### config.mk
export PLATFORM = sky130hd
export DESIGN_NAME = rf_write_arbiter_flat
export DESIGN_NICKNAME = d
export VERILOG_FILES = /design/src/rtl/rf_write_arbiter_if.sv /design/src/rtl/rf_write_arbiter.sv /design/src/flat_wrapper.sv
export SDC_FILE = /design/constraint.sdc
export NUM_CORES = 1
export LEC_CHECK = 0
export ABC_CLOCK_PERIOD_IN_PS = 3800
export BUFFER_PORTS_ARGS = -buffer_cell sky130_fd_sc_hd__clkbuf_2
export CAP_MARGIN = 10
export CORE_ASPECT_RATIO = 1.1
export CORE_MARGIN = 4
export CORE_UTILIZATION = 40
export CTS_BUF_LIST = sky130_fd_sc_hd__clkbuf_2
export DETAILED_ROUTE_END_ITERATION = 12
export HOLD_SLACK_MARGIN = 0.1
export MAX_ROUTING_LAYER = met4
export PLACE_DENSITY = 0.82
export REMOVE_ABC_BUFFERS = 1
export SYNTH_ARGS = -nofsm -noshare
export SYNTH_HDL_FRONTEND = slang
export SYNTH_SLANG_ARGS = --single-unit
### constraint.sdc
create_clock -name clk -period 3.8 [get_ports clk]
set_input_delay 0.76 -clock clk [delete_from_list [all_inputs] [get_ports clk]]
set_output_delay 0.76 -clock clk [all_outputs]
set_load 0.005 [all_outputs]
### src/rtl/rf_write_arbiter_if.sv
// Write-request and register-file write-port bundle for rf_write_arbiter.
// master: the requesters and register-file side; slave: the arbiter.
interface rf_write_arbiter_if #(
    parameter int RF_ADDR_WIDTH = 5,
    parameter int WORD_WIDTH    = 32
);
    // Requester 0: main pipeline writeback
    logic                     req0Valid;
    logic [RF_ADDR_WIDTH-1:0] req0Addr;
    logic [WORD_WIDTH-1:0]    req0Data;
    logic                     req0Ready;

    // Requester 1: multi-cycle unit writeback
    logic                     req1Valid;
    logic [RF_ADDR_WIDTH-1:0] req1Addr;
    logic [WORD_WIDTH-1:0]    req1Data;
    logic                     req1Ready;

    // Register file write port
    logic                     regWrite;
    logic [RF_ADDR_WIDTH-1:0] writeAddr;
    logic [WORD_WIDTH-1:0]    dataIn;
    logic                     initDone;

    modport master (
        output req0Valid, req0Addr, req0Data,
        input  req0Ready,
        output req1Valid, req1Addr, req1Data,
        input  req1Ready,
        input  regWrite, writeAddr, dataIn, initDone
    );

    modport slave (
        input  req0Valid, req0Addr, req0Data,
        output req0Ready,
        input  req1Valid, req1Addr, req1Data,
        output req1Ready,
        output regWrite, writeAddr, dataIn, initDone
    );
endinterface

### src/rtl/rf_write_arbiter.sv
// Register-file write-port controller: clears x1..x(REGS-1) after reset,
// then arbitrates the single write port between the pipeline (req0) and a
// multi-cycle unit (req1), with a starvation guard that favours req1.
module rf_write_arbiter #(
    parameter int RF_ADDR_WIDTH = 5,
    parameter int WORD_WIDTH    = 32,
    parameter int STARVE_LIMIT  = 4
) (
    input logic               clk,
    input logic               rstN,
    rf_write_arbiter_if.slave bus
);
    localparam int REGS = 1 << RF_ADDR_WIDTH;
    localparam logic [RF_ADDR_WIDTH-1:0] LAST_REG   = RF_ADDR_WIDTH'(REGS - 1);
    localparam logic [3:0]               STARVE_MAX = 4'(STARVE_LIMIT);

    typedef enum logic {
        CLEAR,
        RUN
    } state_t;

    state_t                   state, stateNext;
    logic [RF_ADDR_WIDTH-1:0] clrCnt, clrCntNext;
    logic [3:0]               starveCnt, starveCntNext;

    logic                     regWriteNext;
    logic [RF_ADDR_WIDTH-1:0] writeAddrNext;
    logic [WORD_WIDTH-1:0]    dataInNext;
    logic                     initDoneNext;
    logic                     ready0, ready1;

    // A request "needs the port" only when it targets a nonzero register.
    logic pend0, pend1, grant0, grant1;

    assign pend0  = bus.req0Valid && (bus.req0Addr != '0);
    assign pend1  = bus.req1Valid && (bus.req1Addr != '0);
    assign grant1 = pend1 && (!pend0 || (starveCnt == STARVE_MAX));
    assign grant0 = pend0 && !grant1;

    // Next-state, next port values and ready generation.
    always_comb begin
        // NOTE: every output of this block gets a default first so no path leaves it unassigned (no latches).
        stateNext     = state;
        clrCntNext    = clrCnt;
        starveCntNext = starveCnt;
        regWriteNext  = 1'b0;
        writeAddrNext = bus.writeAddr;
        dataInNext    = bus.dataIn;
        initDoneNext  = bus.initDone;
        ready0        = 1'b0;
        ready1        = 1'b0;

        case (state)
            CLEAR: begin
                regWriteNext  = 1'b1;
                writeAddrNext = clrCnt;
                dataInNext    = '0;
                clrCntNext    = clrCnt + RF_ADDR_WIDTH'(1);
                if (clrCnt == LAST_REG) begin
                    stateNext    = RUN;
                    initDoneNext = 1'b1;
                end
            end

            RUN: begin
                // Address-0 requests are acknowledged without using the port.
                ready0 = (bus.req0Valid && (bus.req0Addr == '0)) || grant0;
                ready1 = (bus.req1Valid && (bus.req1Addr == '0)) || grant1;

                if (grant1) begin
                    regWriteNext  = 1'b1;
                    writeAddrNext = bus.req1Addr;
                    dataInNext    = bus.req1Data;
                end else if (grant0) begin
                    regWriteNext  = 1'b1;
                    writeAddrNext = bus.req0Addr;
                    dataInNext    = bus.req0Data;
                end

                // Count consecutive stalls of a port-needing req1, saturating.
                if (pend1 && !grant1) begin
                    starveCntNext = (starveCnt == STARVE_MAX) ? starveCnt
                                                              : starveCnt + 4'd1;
                end else begin
                    starveCntNext = '0;
                end
            end

            default: stateNext = CLEAR;
        endcase

        // Reset dominates: nothing is accepted in a reset cycle.
        bus.req0Ready = ready0 && rstN;
        bus.req1Ready = ready1 && rstN;
    end

    // State, counters and registered write-port outputs; synchronous reset.
    always_ff @(posedge clk) begin
        // NOTE: sequential state uses non-blocking assignments so every register samples pre-edge values.
        if (!rstN) begin
            state         <= CLEAR;
            clrCnt        <= RF_ADDR_WIDTH'(1);
            starveCnt     <= '0;
            bus.regWrite  <= 1'b0;
            bus.writeAddr <= '0;
            bus.dataIn    <= '0;
            bus.initDone  <= 1'b0;
        end else begin
            state         <= stateNext;
            clrCnt        <= clrCntNext;
            starveCnt     <= starveCntNext;
            bus.regWrite  <= regWriteNext;
            bus.writeAddr <= writeAddrNext;
            bus.dataIn    <= dataInNext;
            bus.initDone  <= initDoneNext;
        end
    end
endmodule

### src/flat_wrapper.sv
// flat-port wrapper written by rule: the top's interface ports become plain ports
module rf_write_arbiter_flat 
#(
    parameter int RF_ADDR_WIDTH = 5,
    parameter int WORD_WIDTH    = 32,
    parameter int STARVE_LIMIT  = 4
)
  (clk, rstN, bus_req0Valid, bus_req0Addr, bus_req0Data, bus_req0Ready, bus_req1Valid, bus_req1Addr, bus_req1Data, bus_req1Ready, bus_regWrite, bus_writeAddr, bus_dataIn, bus_initDone);
  rf_write_arbiter_if #(.RF_ADDR_WIDTH(RF_ADDR_WIDTH), .WORD_WIDTH(WORD_WIDTH)) bus_i ();
  input logic clk;
  input logic rstN;
  input wire logic [$bits(bus_i.req0Valid)-1:0] bus_req0Valid;
  input wire logic [$bits(bus_i.req0Addr)-1:0] bus_req0Addr;
  input wire logic [$bits(bus_i.req0Data)-1:0] bus_req0Data;
  output wire logic [$bits(bus_i.req0Ready)-1:0] bus_req0Ready;
  input wire logic [$bits(bus_i.req1Valid)-1:0] bus_req1Valid;
  input wire logic [$bits(bus_i.req1Addr)-1:0] bus_req1Addr;
  input wire logic [$bits(bus_i.req1Data)-1:0] bus_req1Data;
  output wire logic [$bits(bus_i.req1Ready)-1:0] bus_req1Ready;
  output wire logic [$bits(bus_i.regWrite)-1:0] bus_regWrite;
  output wire logic [$bits(bus_i.writeAddr)-1:0] bus_writeAddr;
  output wire logic [$bits(bus_i.dataIn)-1:0] bus_dataIn;
  output wire logic [$bits(bus_i.initDone)-1:0] bus_initDone;
  assign bus_i.req0Valid = bus_req0Valid;
  assign bus_i.req0Addr = bus_req0Addr;
  assign bus_i.req0Data = bus_req0Data;
  assign bus_req0Ready = bus_i.req0Ready;
  assign bus_i.req1Valid = bus_req1Valid;
  assign bus_i.req1Addr = bus_req1Addr;
  assign bus_i.req1Data = bus_req1Data;
  assign bus_req1Ready = bus_i.req1Ready;
  assign bus_regWrite = bus_i.regWrite;
  assign bus_writeAddr = bus_i.writeAddr;
  assign bus_dataIn = bus_i.dataIn;
  assign bus_initDone = bus_i.initDone;
  rf_write_arbiter #(.RF_ADDR_WIDTH(RF_ADDR_WIDTH), .WORD_WIDTH(WORD_WIDTH), .STARVE_LIMIT(STARVE_LIMIT)) u_core (.clk(clk), .rstN(rstN), .bus(bus_i));
endmodule
Word level (Yosys, flattened, before mapping)
Index checks and enable logic that the tools add are counted.

$add $sub $neg: 2. Eq/ne operators: 4. Mux-type cells: 15. Bitwise logic cells: 1. Reduce and logical (&&, ||, !) cells: 20.

Operators with widths (count): 2-to-1 mux 32 bit (2); case mux 32 bit (2 select lines) (1); logical NOT 5 bit (2); 2-to-1 mux 5 bit (2); case mux 5 bit (2 select lines) (1); nonzero test 5 bit (2); logical AND 1 bit (9); 2-to-1 mux 4 bit (2); 2-to-1 mux 1 bit (6); adder 5 x 1 -> 5 bit (second input constant) (1); == test 5 bit (second input constant) (1); adder 4 x 1 -> 4 bit (second input constant) (1); == test 4 x 3 -> 1 bit (second input constant) (1); AND reduction 2 bit (2); logical OR 1 bit (3); inequality test 3 bit (second input constant) (1); logical NOT 1 bit (2); inequality test 2 bit (second input constant) (1); case mux 1 bit (2 select lines) (1); NOT 1 bit (1).

Register bits after elaboration: 49. Bits of input ports: 78. Output and inout bits: 41.

Logic depth before layout (Yosys ltp)
Depth in word-level cells: 10. Depth in mapped cells: 9.

Worst setup path after synthesis
OpenSTA, ideal clock, no wires.

Path type: input to output. From: input port bus_req0Addr[0]. To: output port bus_req0Ready. Arrival: 2.131 ns. Required time: 3.040 ns. Path slack: 0.909 ns. Stages on the path: 6. Buffers on the path: 2. Path through: or4_4 > o211ai_2 > nand2b_1 > buf_6 > buf_12 > o2111a_1.

Longest elaborated chain between the ends: 10. Elaborated cells on any way between the ends: 12. Those cells by class: mux (1); reduce/logical (11).

Ends and longest elaborated chain: start, declared (RTL line flat_wrapper.sv:13) `input wire logic [$bits(bus_i.req0Addr)-1:0] bus_req0Addr;`; nonzero test 5 bit (RTL line rf_write_arbiter.sv:35) `assign pend0 = bus.req0Valid && (bus.req0Addr != '0);`; logical AND 1 bit (RTL line rf_write_arbiter.sv:35); logical NOT 1 bit (RTL line rf_write_arbiter.sv:37) `assign grant1 = pend1 && (!pend0 || (starveCnt == STARVE_MAX));`; logical OR 1 bit (RTL line rf_write_arbiter.sv:37); logical AND 1 bit (RTL line rf_write_arbiter.sv:37); logical NOT 1 bit (RTL line rf_write_arbiter.sv:38) `assign grant0 = pend0 && !grant1;`; logical AND 1 bit (RTL line rf_write_arbiter.sv:38); logical OR 1 bit (*) (RTL line rf_write_arbiter.sv:67) `ready0 = (bus.req0Valid && (bus.req0Addr == '0)) || grant0;`; 2-to-1 mux 1 bit (*) (RTL line rf_write_arbiter.sv:53) `case (state)`; logical AND 1 bit (*) (RTL line rf_write_arbiter.sv:93) `bus.req0Ready = ready0 && rstN;`; end, declared (RTL line flat_wrapper.sv:15) `output wire logic [$bits(bus_i.req0Ready)-1:0] bus_req0Ready;`.

Every way passes the cells marked *; elsewhere a longest branch is shown, timed or not.

Worst setup path after layout
Ends and elaborated chain as after synthesis.

==> results.md <==
* Die area at 6806 sq um
* Run status: finished, final reports clean
* Crit path top cell by count: clkbuf_2
* Final number of setup-violating endpoints at 0
* DP Wirelength at 4179 um
* Critical path launch point type: input port
* Core ar. at 5395 sq um
* Fin crit share at 76.00%
* RSZ-0062 raised after global routing: no
* CTS tree: built
* Crit path DAT at 2.13 ns
* Clock tree sinks at 49
* Largest net degree at the start of global routing at 37
* Post-Synth Adder-Cell Area at 2.255%
* Layout cells sized above 1 at 43.81%
* Xor/xnor share of the synthesized area at 2.368%
* Fin. max-slew vios at 0
* Top FF cell, synth: dfxtp_1
* Max_cap viols at 0
* Clock Skew at 0.02822 ns
* Total grt overflow at 0
* F_max at 346.3 MHz
* Final Net Count at 396
* Clock tree buffer depth at 2
* Site Rows at 28
* Post-synth EDFFs at 0
* Yosys top cell by area: dfxtp_1
* Leakage Power at 1.428 nW
* Vias in the first global route at 1951
* Worst-path fanout max at 5
* Crit path kind: input port to primary output
* Clk_lat worst skew at 0.42 ns
* Final instance area at 2850 sq um
* P per Cell Area at 302.2 nW/um^2
* Post-DRT Antenna Nets at 0
* Synthesized flop and latch total at 49
* Slew @ Worst Pin at 0.6337 ns
* CP endpoint kind: primary output
* Synth Area per Inst at 11.15 sq um
* Largest family of logic cells by synthesized area: compound AO/OA/AOI/OAI gates
* CP cell instances: clkbuf_2 -> or4_4 -> o211ai_2 -> nand2b_2 -> o2111a_1 -> clkbuf_2
* Initial Util at 41.14%
* N_diodes at 0
* Num CTS Buffers at 5
* DR vias at 1977
* Die height at 86.13 um
* Area grow syn2layout at 28.41%
* Min Tclk post-route at 2.888 ns
* Synth Instances at 199
* Post CTS Setup Buffer Count at 0
* H-tree depth at 2
* Max incr delay on CP at 0.55 ns
* Ys Warns at 0
* Ports at 119
* Worst rel slew slack at 57.70%
* 1st-pass router iterations at 4
* All-Layer GR Usage at 16.74%
* Post-synth cell types at 36
* Initial drt markers at 77
* Commonest non-fill, non-tap cell in the layout: clkbuf_2
* Crit path required time at 3.04 ns
* Die X at 79.03 um
* Fin. Hold Viols at 0
* Post-synthesis mux area share at 15.33%
* Wirelength per Cell at 14.04 um
* Worst path slowest cell: or4_4
* Vias/cell at 5.069
* Post-placement cell area at 2800 sq um
* Placer Congestion at 0.8497
* Syn Std Cell Area at 2220 sq um
* Synth area leaders: dfxtp_1 (44%), mux2i_1 (15%), o2bb2ai_1 (14%)
* Top-area cell type share of the netlist area at 44.19%
* Cts hold-fix bufs at 0
* Hold slack final at 0.4840 ns
* Initial antenna violation count at 0
* PostCTS Resize Cnt at 0
* Clock transition at the registers of the reported paths at 0.25 ns
* Sequential area share after synthesis at 44.19%
* Root Buffer: clkbuf_2
* IO buf count at 118
* Detailed Route WL at 5474 um
* Post-synthesis simple-gate area fraction at 7.779%
* Peak supply drop at 0.1304 mV
* Most frequent cells in the layout: clkbuf_2 (123), dfxtp_1 (49), o2bb2ai_1 (36)
* Hold crit path type: flip-flop to flip-flop
* Synth Area in Compound Gates at 21.59%
* First-pass GRT wire length at 8790 um
* Detailed-route DRC error count at 0
* Post-synth ARST share at 0%
## cell type report
class,instances,area (sq um)
Multi-Input combinational cell,133,1097
Clock inverter,3,25.02
Fill cell,520,2545
Sequential cell,49,980.9
Tap cell,75,93.84
Inverter,4,15.01
Clock buffer,5,25.02
Timing Repair Buffer,121,613.1
## report_power, final
group / switching [W] / total [W] / internal [W] / leakage [nW]
Combinational: 0.0000497 / 0.000110 / 0.0000600 / 1.00
Sequential: 0.00000676 / 0.000530 / 0.000523 / 0.396
Clock: 0.000172 / 0.000221 / 0.0000491 / 0.0296
## per-stage QoR
stage / setup WS [ns] / power [W] / utilization [%] / setup TNS, ns / cells
6_report: 0.9121 / 0.0008612 / 52.83 / 0 / 390
5_1_grt: 0.8139 / 0.0009105 / 52.83 / 0 / 390
4_1_cts: 0.9199 / 0.0008753 / 52.83 / 0 / 390
3_5_place_dp: 0.9246 / 0.0006498 / 51.90 / 0 / 382
3_3_place_gp: 0.9445 / 0.0006465 / 51.90 / 0 / 382
2_1_floorplan: -0.005510 / 0.0005936 / - / -0.005510 / 186
## state kept, by name, indices dropped and copies added, names as in the netlist
signal and cells:
u_core.bus.regWrite 1, u_core.starveCnt 4, u_core.bus.dataIn 32, u_core.bus.initDone 1, u_core.clrCnt 5, u_core.bus.writeAddr 5, u_core.state 1
## metal layers
layer | share of wire (%) | wire [um] | GRT usage (%) | vias up
li1 | - | - | - | 979
met1 | 40 | 2198 | 18.49 | 905
met2 | 49 | 2671 | 28.56 | 87
met3 | 9.6 | 528 | 5.147 | 6
met4 | 1.4 | 75 | 5.625 | 0
met5 | 0 | 0 | - | -
## synth_stat cells (all sizes together), types with 3 or more instances
| library cell | count |
|---|---|
| a221oi | 4 |
| inv | 4 |
| nand2 | 5 |
| xor2 | 4 |
| ha | 4 |
| dfxtp | 49 |
| nor2 | 14 |
| a21oi | 3 |
| buf | 9 |
| o2bb2ai | 36 |
| clkbuf | 4 |
| o21ai | 8 |
| mux2i | 34 |
| nand3 | 3 |
## worst paths after layout
kind | to | cells past startpoint | startpoint | slack [ns]
setup / recovery | bus_req0Ready | 6 | bus_req0Addr[0] | 0.91
hold / removal | u_core.bus.dataIn[11] | 1 | u_core.bus.dataIn[11] | 0.48
setup reg to reg | u_core.bus.dataIn[9] | 4 | u_core.state | 1.77
hold reg to reg | u_core.bus.dataIn[11] | 1 | u_core.bus.dataIn[11] | 0.48
## critical path: cells and delay by family
family / cells / cell delay (ns)
buffers and inverters: 2 / 0.21
AND/OR/NAND/NOR: 2 / 0.64
AO/OA/AOI/OAI: 2 / 0.50
## kinds of logic after synthesis
kind of cell	after synthesis
buf+inv	17
xor+xnor	6
compound gates	57
flops	49
mux	34
simple gates	32
fa+ha+maj	4
No activity file was read; power rests on OpenSTA's default activity.
